==> config.mk <==
export PLATFORM = sky130hd
export DESIGN_NAME = pc_unit
export DESIGN_NICKNAME = d
export VERILOG_FILES = /design/src/rtl/pc_unit.sv
export SDC_FILE = /design/constraint.sdc
export NUM_CORES = 1
export LEC_CHECK = 0
export CAP_MARGIN = 0
export CORE_MARGIN = 10
export CORE_UTILIZATION = 41
export DETAILED_ROUTE_END_ITERATION = 10
export PLACE_DENSITY = 0.62
export SKIP_LAST_GASP = 1
export SYNTH_ARGS = -nofsm -noshare
export SYNTH_HDL_FRONTEND = slang
export SYNTH_SLANG_ARGS = --single-unit
==> constraint.sdc <==
create_clock -name clk -period 5.1 [get_ports clk]
set_input_delay 1.02 -clock clk [delete_from_list [all_inputs] [get_ports clk]]
set_output_delay 1.02 -clock clk [all_outputs]
set_load 0.005 [all_outputs]
==> src/rtl/pc_unit.sv <==
// pc_unit: fetch program counter with exception PC and a circular
// return-address stack for call/return prediction.
//
// Ports:
//   clk            rising-edge clock
//   reset          synchronous, active-high reset
//   stall          hold pc (redirect/call/ret ignored while set)
//   redirect_valid take redirect_pc on the next edge
//   redirect_pc    redirect target
//   call           with redirect_valid: push pc+INC onto the RAS
//   ret            without redirect_valid: pop the RAS and jump to its top
//   exc_valid      jump to EXC_VEC and capture the current pc in epc
//   eret           jump back to epc
//   pc             current fetch PC (registered)
//   epc            saved exception PC (registered)
//   ras_count      number of valid RAS entries, 0..RAS_DEPTH
//   ras_underflow  sticky flag: ret seen while the RAS was empty
module pc_unit #(
    parameter int unsigned      WIDTH     = 32,
    parameter logic [WIDTH-1:0] RESET_VEC = '0,
    parameter logic [WIDTH-1:0] EXC_VEC   = WIDTH'('h80),
    parameter int unsigned      INC       = 4,
    parameter int unsigned      RAS_DEPTH = 4,
    localparam int unsigned     CW        = $clog2(RAS_DEPTH + 1)
) (
    input  logic             clk,
    input  logic             reset,
    input  logic             stall,
    input  logic             redirect_valid,
    input  logic [WIDTH-1:0] redirect_pc,
    input  logic             call,
    input  logic             ret,
    input  logic             exc_valid,
    input  logic             eret,
    output logic [WIDTH-1:0] pc,
    output logic [WIDTH-1:0] epc,
    output logic [CW-1:0]    ras_count,
    output logic             ras_underflow
);

    localparam int unsigned PW = (RAS_DEPTH > 1) ? $clog2(RAS_DEPTH) : 1;

    // RAS storage; ptr always points at the next slot to be written.
    logic [WIDTH-1:0] ras_mem [RAS_DEPTH];
    logic [PW-1:0]    ptr;
    logic [PW-1:0]    ptr_inc;
    logic [PW-1:0]    ptr_dec;
    logic [WIDTH-1:0] ras_top;
    logic             ras_empty;
    logic             ras_full;

    logic [WIDTH-1:0] pc_seq;
    logic [WIDTH-1:0] pc_next;
    logic [WIDTH-1:0] epc_next;
    logic             push;
    logic             pop;
    logic             underflow_set;

    // Sequential successor; wraps modulo 2^WIDTH by construction.
    assign pc_seq = pc + WIDTH'(INC);

    assign ras_empty = (ras_count == '0);
    assign ras_full  = (ras_count == CW'(RAS_DEPTH));

    // Explicit wrap so non-power-of-two depths stay within range.
    assign ptr_inc = (ptr == PW'(RAS_DEPTH - 1)) ? '0 : ptr + PW'(1);
    assign ptr_dec = (ptr == '0) ? PW'(RAS_DEPTH - 1) : ptr - PW'(1);

    assign ras_top = ras_mem[ptr_dec];

    // Next-PC selection, highest priority first.
    always_comb begin
        pc_next       = pc;
        epc_next      = epc;
        push          = 1'b0;
        pop           = 1'b0;
        underflow_set = 1'b0;
        if (exc_valid) begin
            pc_next  = EXC_VEC;
            epc_next = pc;
        end else if (eret) begin
            pc_next = epc;
        end else if (stall) begin
            // Upstream re-presents any redirect/call/ret after the stall.
            pc_next = pc;
        end else if (redirect_valid) begin
            pc_next = redirect_pc;
            push    = call;
        end else if (ret) begin
            if (!ras_empty) begin
                pc_next = ras_top;
                pop     = 1'b1;
            end else begin
                pc_next       = pc_seq;
                underflow_set = 1'b1;
            end
        end else begin
            pc_next = pc_seq;
        end
    end

    // Architectural state.
    always_ff @(posedge clk) begin
        if (reset) begin
            pc            <= RESET_VEC;
            epc           <= '0;
            ptr           <= '0;
            ras_count     <= '0;
            ras_underflow <= 1'b0;
        end else begin
            pc  <= pc_next;
            epc <= epc_next;
            if (push) begin
                ptr <= ptr_inc;
                // A push into a full stack overwrites the oldest entry.
                if (!ras_full) begin
                    ras_count <= ras_count + CW'(1);
                end
            end else if (pop) begin
                ptr       <= ptr_dec;
                ras_count <= ras_count - CW'(1);
            end
            if (underflow_set) begin
                ras_underflow <= 1'b1;
            end
        end
    end

    // RAS contents need no reset; only count and pointer define validity.
    always_ff @(posedge clk) begin
        if (!reset && push) begin
            ras_mem[ptr] <= pc_seq;
        end
    end

endmodule

==> results_dict.tcl <==
set metrics [dict create \
    dp.final_hpwl_um 17190 \
    global_route_wire_length_before_repair_um 39340 \
    synth_async_sr_flop_share_pct 0 \
    run_status "finished clean" \
    proportion_of_synthesized_chip_area_in_sequential_cells_pct 58.74 \
    worst-path-max-fanout 32 \
    cts_tree "yes" \
    synthesis.instances 716 \
    worst_ep_required_time_ns 5.17 \
    synth_warnings 0 \
    placeableCoreArea_um2 21220 \
    ios 108 \
    num-fill-cells 1864 \
    place_area_um2 10280 \
    synthMostInstantiatedCell "sky130_fd_sc_hd__edfxtp_1" \
    pin_count_of_the_biggest_net_entering_global_routing 34 \
    critPathBufInv 2 \
    cts.path.max_buffers 2 \
    initial_core_util_pct 42.08 \
    rsz0062_at_grt "no" \
    cts_setup_buffers 0 \
    number_of_antenna_violations_at_the_first_check_in_global_routing 0 \
    num_antenna_cells 0 \
    slew_headroom_pct 36.32 \
    critical_path.top_delay_family "buffers and inverters" \
    power_frac_comb_pct 7.1 \
    placement.io_buffers 107 \
    setup_tns_ns 0 \
    cp_cell_sequence "clkdlybuf4s50_1 -> nand2_1 -> or2_2 -> nor2_1 -> and2_1 -> buf_4" \
    synth.largest_area_cell "sky130_fd_sc_hd__edfxtp_1" \
    syn2layout_area_growth_pct 21.58 \
    synth_seq_cells 198 \
    cpPeakStageDelay_ns 1.03 \
    period_share_pct 66.36 \
    path_clk_slew_ns 0.07 \
    timing.setup.critical_path_class "input port to flip-flop" \
    p_seq_share_pct 52.8 \
    leakagePower_nw 3.584 \
    timing.final.setup_violations 0 \
    globalplace.congestion 0.8698 \
    timing.critical_path.from_type "input port" \
    design.final.nets 858 \
    internal-power_w 0.002549 \
    overflow 0 \
    avgRoutedWirePerCell_um 23.21 \
    cts_root_buffer "sky130_fd_sc_hd__clkbuf_16" \
    clock-sinks 198 \
    dr.first_iter.drc_count 499 \
    vias 6486 \
    ir_drop_v 0.0002125 \
    cts_repair_resize_count 0 \
    ctsHtreeMaxLevel 4 \
    antenna_violating_nets_remaining 0 \
    synthesis.area_per_instance_um2 12.47 \
    synth.top_cells.by_area "sky130_fd_sc_hd__edfxtp_1 (43%), sky130_fd_sc_hd__dfxtp_1 (16%), sky130_fd_sc_hd__mux4_2 (8.1%), sky130_fd_sc_hd__mux2i_1 (3.8%), sky130_fd_sc_hd__nor2_1 (2.6%)" \
    end_kind "flip-flop" \
    placement_rows 53 \
    critical-path-slowest-cell "sky130_fd_sc_hd__clkdlybuf4s50_1" \
    period_needed_ns 3.384 \
    die_width_um 167.6 \
    die_height_um 167.6 \
    first_pass_iters 5 \
    grtUsageTotal_pct 17.90 \
    drive_above_1_share_pct 12.36 \
    synth_common_cells "sky130_fd_sc_hd__edfxtp_1 (128), sky130_fd_sc_hd__dfxtp_1 (70), sky130_fd_sc_hd__nor2_1 (63)" \
    fmaxAchievable_mhz 295.5 \
    p_sw_share_pct 22.62 \
    insertion_delay_of_the_later_clocked_pin_in_the_worst_skew_pair_ns 0.45 \
    timing_hold_violations_final 0 \
    postCtsHoldBufs 0 \
    timing_worst_slew_pin_value_ns 0.9464 \
    worst_clock_skew_ns 0.01685 \
    max_cap_violations 0 \
    die_area_um2 28080 \
    postRouteWirelength_um 25530 \
    clock_power_share_pct 40.1 \
    arrival_ns 3.46 \
    remaining_drc_errors 0 \
    post_synth_instance_area_um2 8929 \
    final_cell_area_um2 10860 \
    total_power_w 0.003294 \
    hold_class "flip-flop to flip-flop" \
    report.final.slew_viol_count 0 \
    synth-edff-count 128 \
    synthFlopType "sky130_fd_sc_hd__edfxtp_1" \
    first_global_vias 6471 \
    post_drt_via_cell_ratio 5.896 \
    area_share_of_the_leading_cell_type_in_the_synthesized_netlist_pct 43.05 \
    synth_fp_nets 762 \
    yosysUniqueCellTypes 64 \
    numCtsBuffers 17 \
    net-switching-power_w 0.0007451 \
    power_per_cell_area_nw_per_um2 303.4 \
]
[cells in the final DEF (no fill, tap or decap), drive strengths merged, types with 19 or more instances in the layout]
cell type / netlist / routed
o21ai: 26 / 26
mux4: 32 / 32
mux2i: 34 / 34
nor2: 63 / 63
clkdlybuf4s50: 0 / 104
buf: 13 / 21
edfxtp: 128 / 128
inv: 18 / 19
nand2: 44 / 44
dfxtp: 70 / 70
clkbuf: 35 / 19
a21oi: 37 / 37
[layout make-up]
| class | instances | area [um^2] | area share (%) |
|---|---|---|---|
| timing repair buffer | 125 | 1191 | 10.97 |
| sequential | 198 | 5245 | 48.32 |
| multi-input combinational | 452 | 3433 | 31.63 |
| clock inverter | 13 | 131.4 | 1.210 |
| clock buffer | 19 | 442.9 | 4.080 |
| inverter | 18 | 67.56 | 0.6224 |
| tap | 275 | 344.1 | 3.170 |
[per-layer routing]
layer  vias to the layer above  track usage [%]  wire length, um  part of all wire [%]
li1                       2946                -                -                     -
met1                      3235            23.14            10790                    42
met2                       266            29.23            12440                    49
met3                        39            3.581             1823                   7.1
met4                         0            6.321              471                   1.8
met5                         -                0                0                     0
[worst min-delay path: stages, from the launching register on]
cell                      delay, ns
sky130_fd_sc_hd__dfxtp_1       0.32
sky130_fd_sc_hd__nand2_1       0.06
sky130_fd_sc_hd__a21oi_1       0.05
[sequential cells by signal, indices dropped and copies added (netlist names), named ones only]
register and flops:
ras_underflow 1, pc 30, ras_mem 128, epc 32
ptr 2, ras_count 3
[cells by family after synthesis]
logic type / synth area share, %
adder cells (fa/ha/maj): 0.9249
AND/OR/NAND/NOR: 11.06
multiplexers: 11.88
buffers and inverters: 3.055
XOR/XNOR: 2.354
AO/OA/AOI/OAI: 11.98
flip-flops: 58.74
[power by group through the flow]
stage / clock (W) / combinational (W) / sequential [W]
floorplan: 0 / 0.000122 / 0.00177
global placement: 0 / 0.000230 / 0.00177
detailed placement: 0 / 0.000232 / 0.00177
CTS: 0.00134 / 0.000234 / 0.00174
global route: 0.00141 / 0.000252 / 0.00174
finish: 0.00132 / 0.000233 / 0.00174
[stage by stage]
stage,worst slack [ns],hold WS (ns),util [%],std cells
6_report,1.716,0.4758,51.16,1100
5_1_grt,1.605,0.5123,51.16,1100
4_1_cts,1.756,0.4783,51.16,1100
3_5_place_dp,1.294,0.4679,48.45,1068
3_3_place_gp,1.384,0.4600,48.45,1068
2_1_floorplan,0.6483,0.4604,-,716
[path summary, 6_finish.rpt]
check,startpoint,end,slack [ns],cells after the start
max,redirect_valid,ras_mem[3][23],1.72,6
min,epc[2],pc[2],0.48,2
max reg2reg,pc[2],ras_mem[0][22],2.11,6
min reg2reg,epc[2],pc[2],0.48,2
No activity file was read; power rests on OpenSTA's default activity.
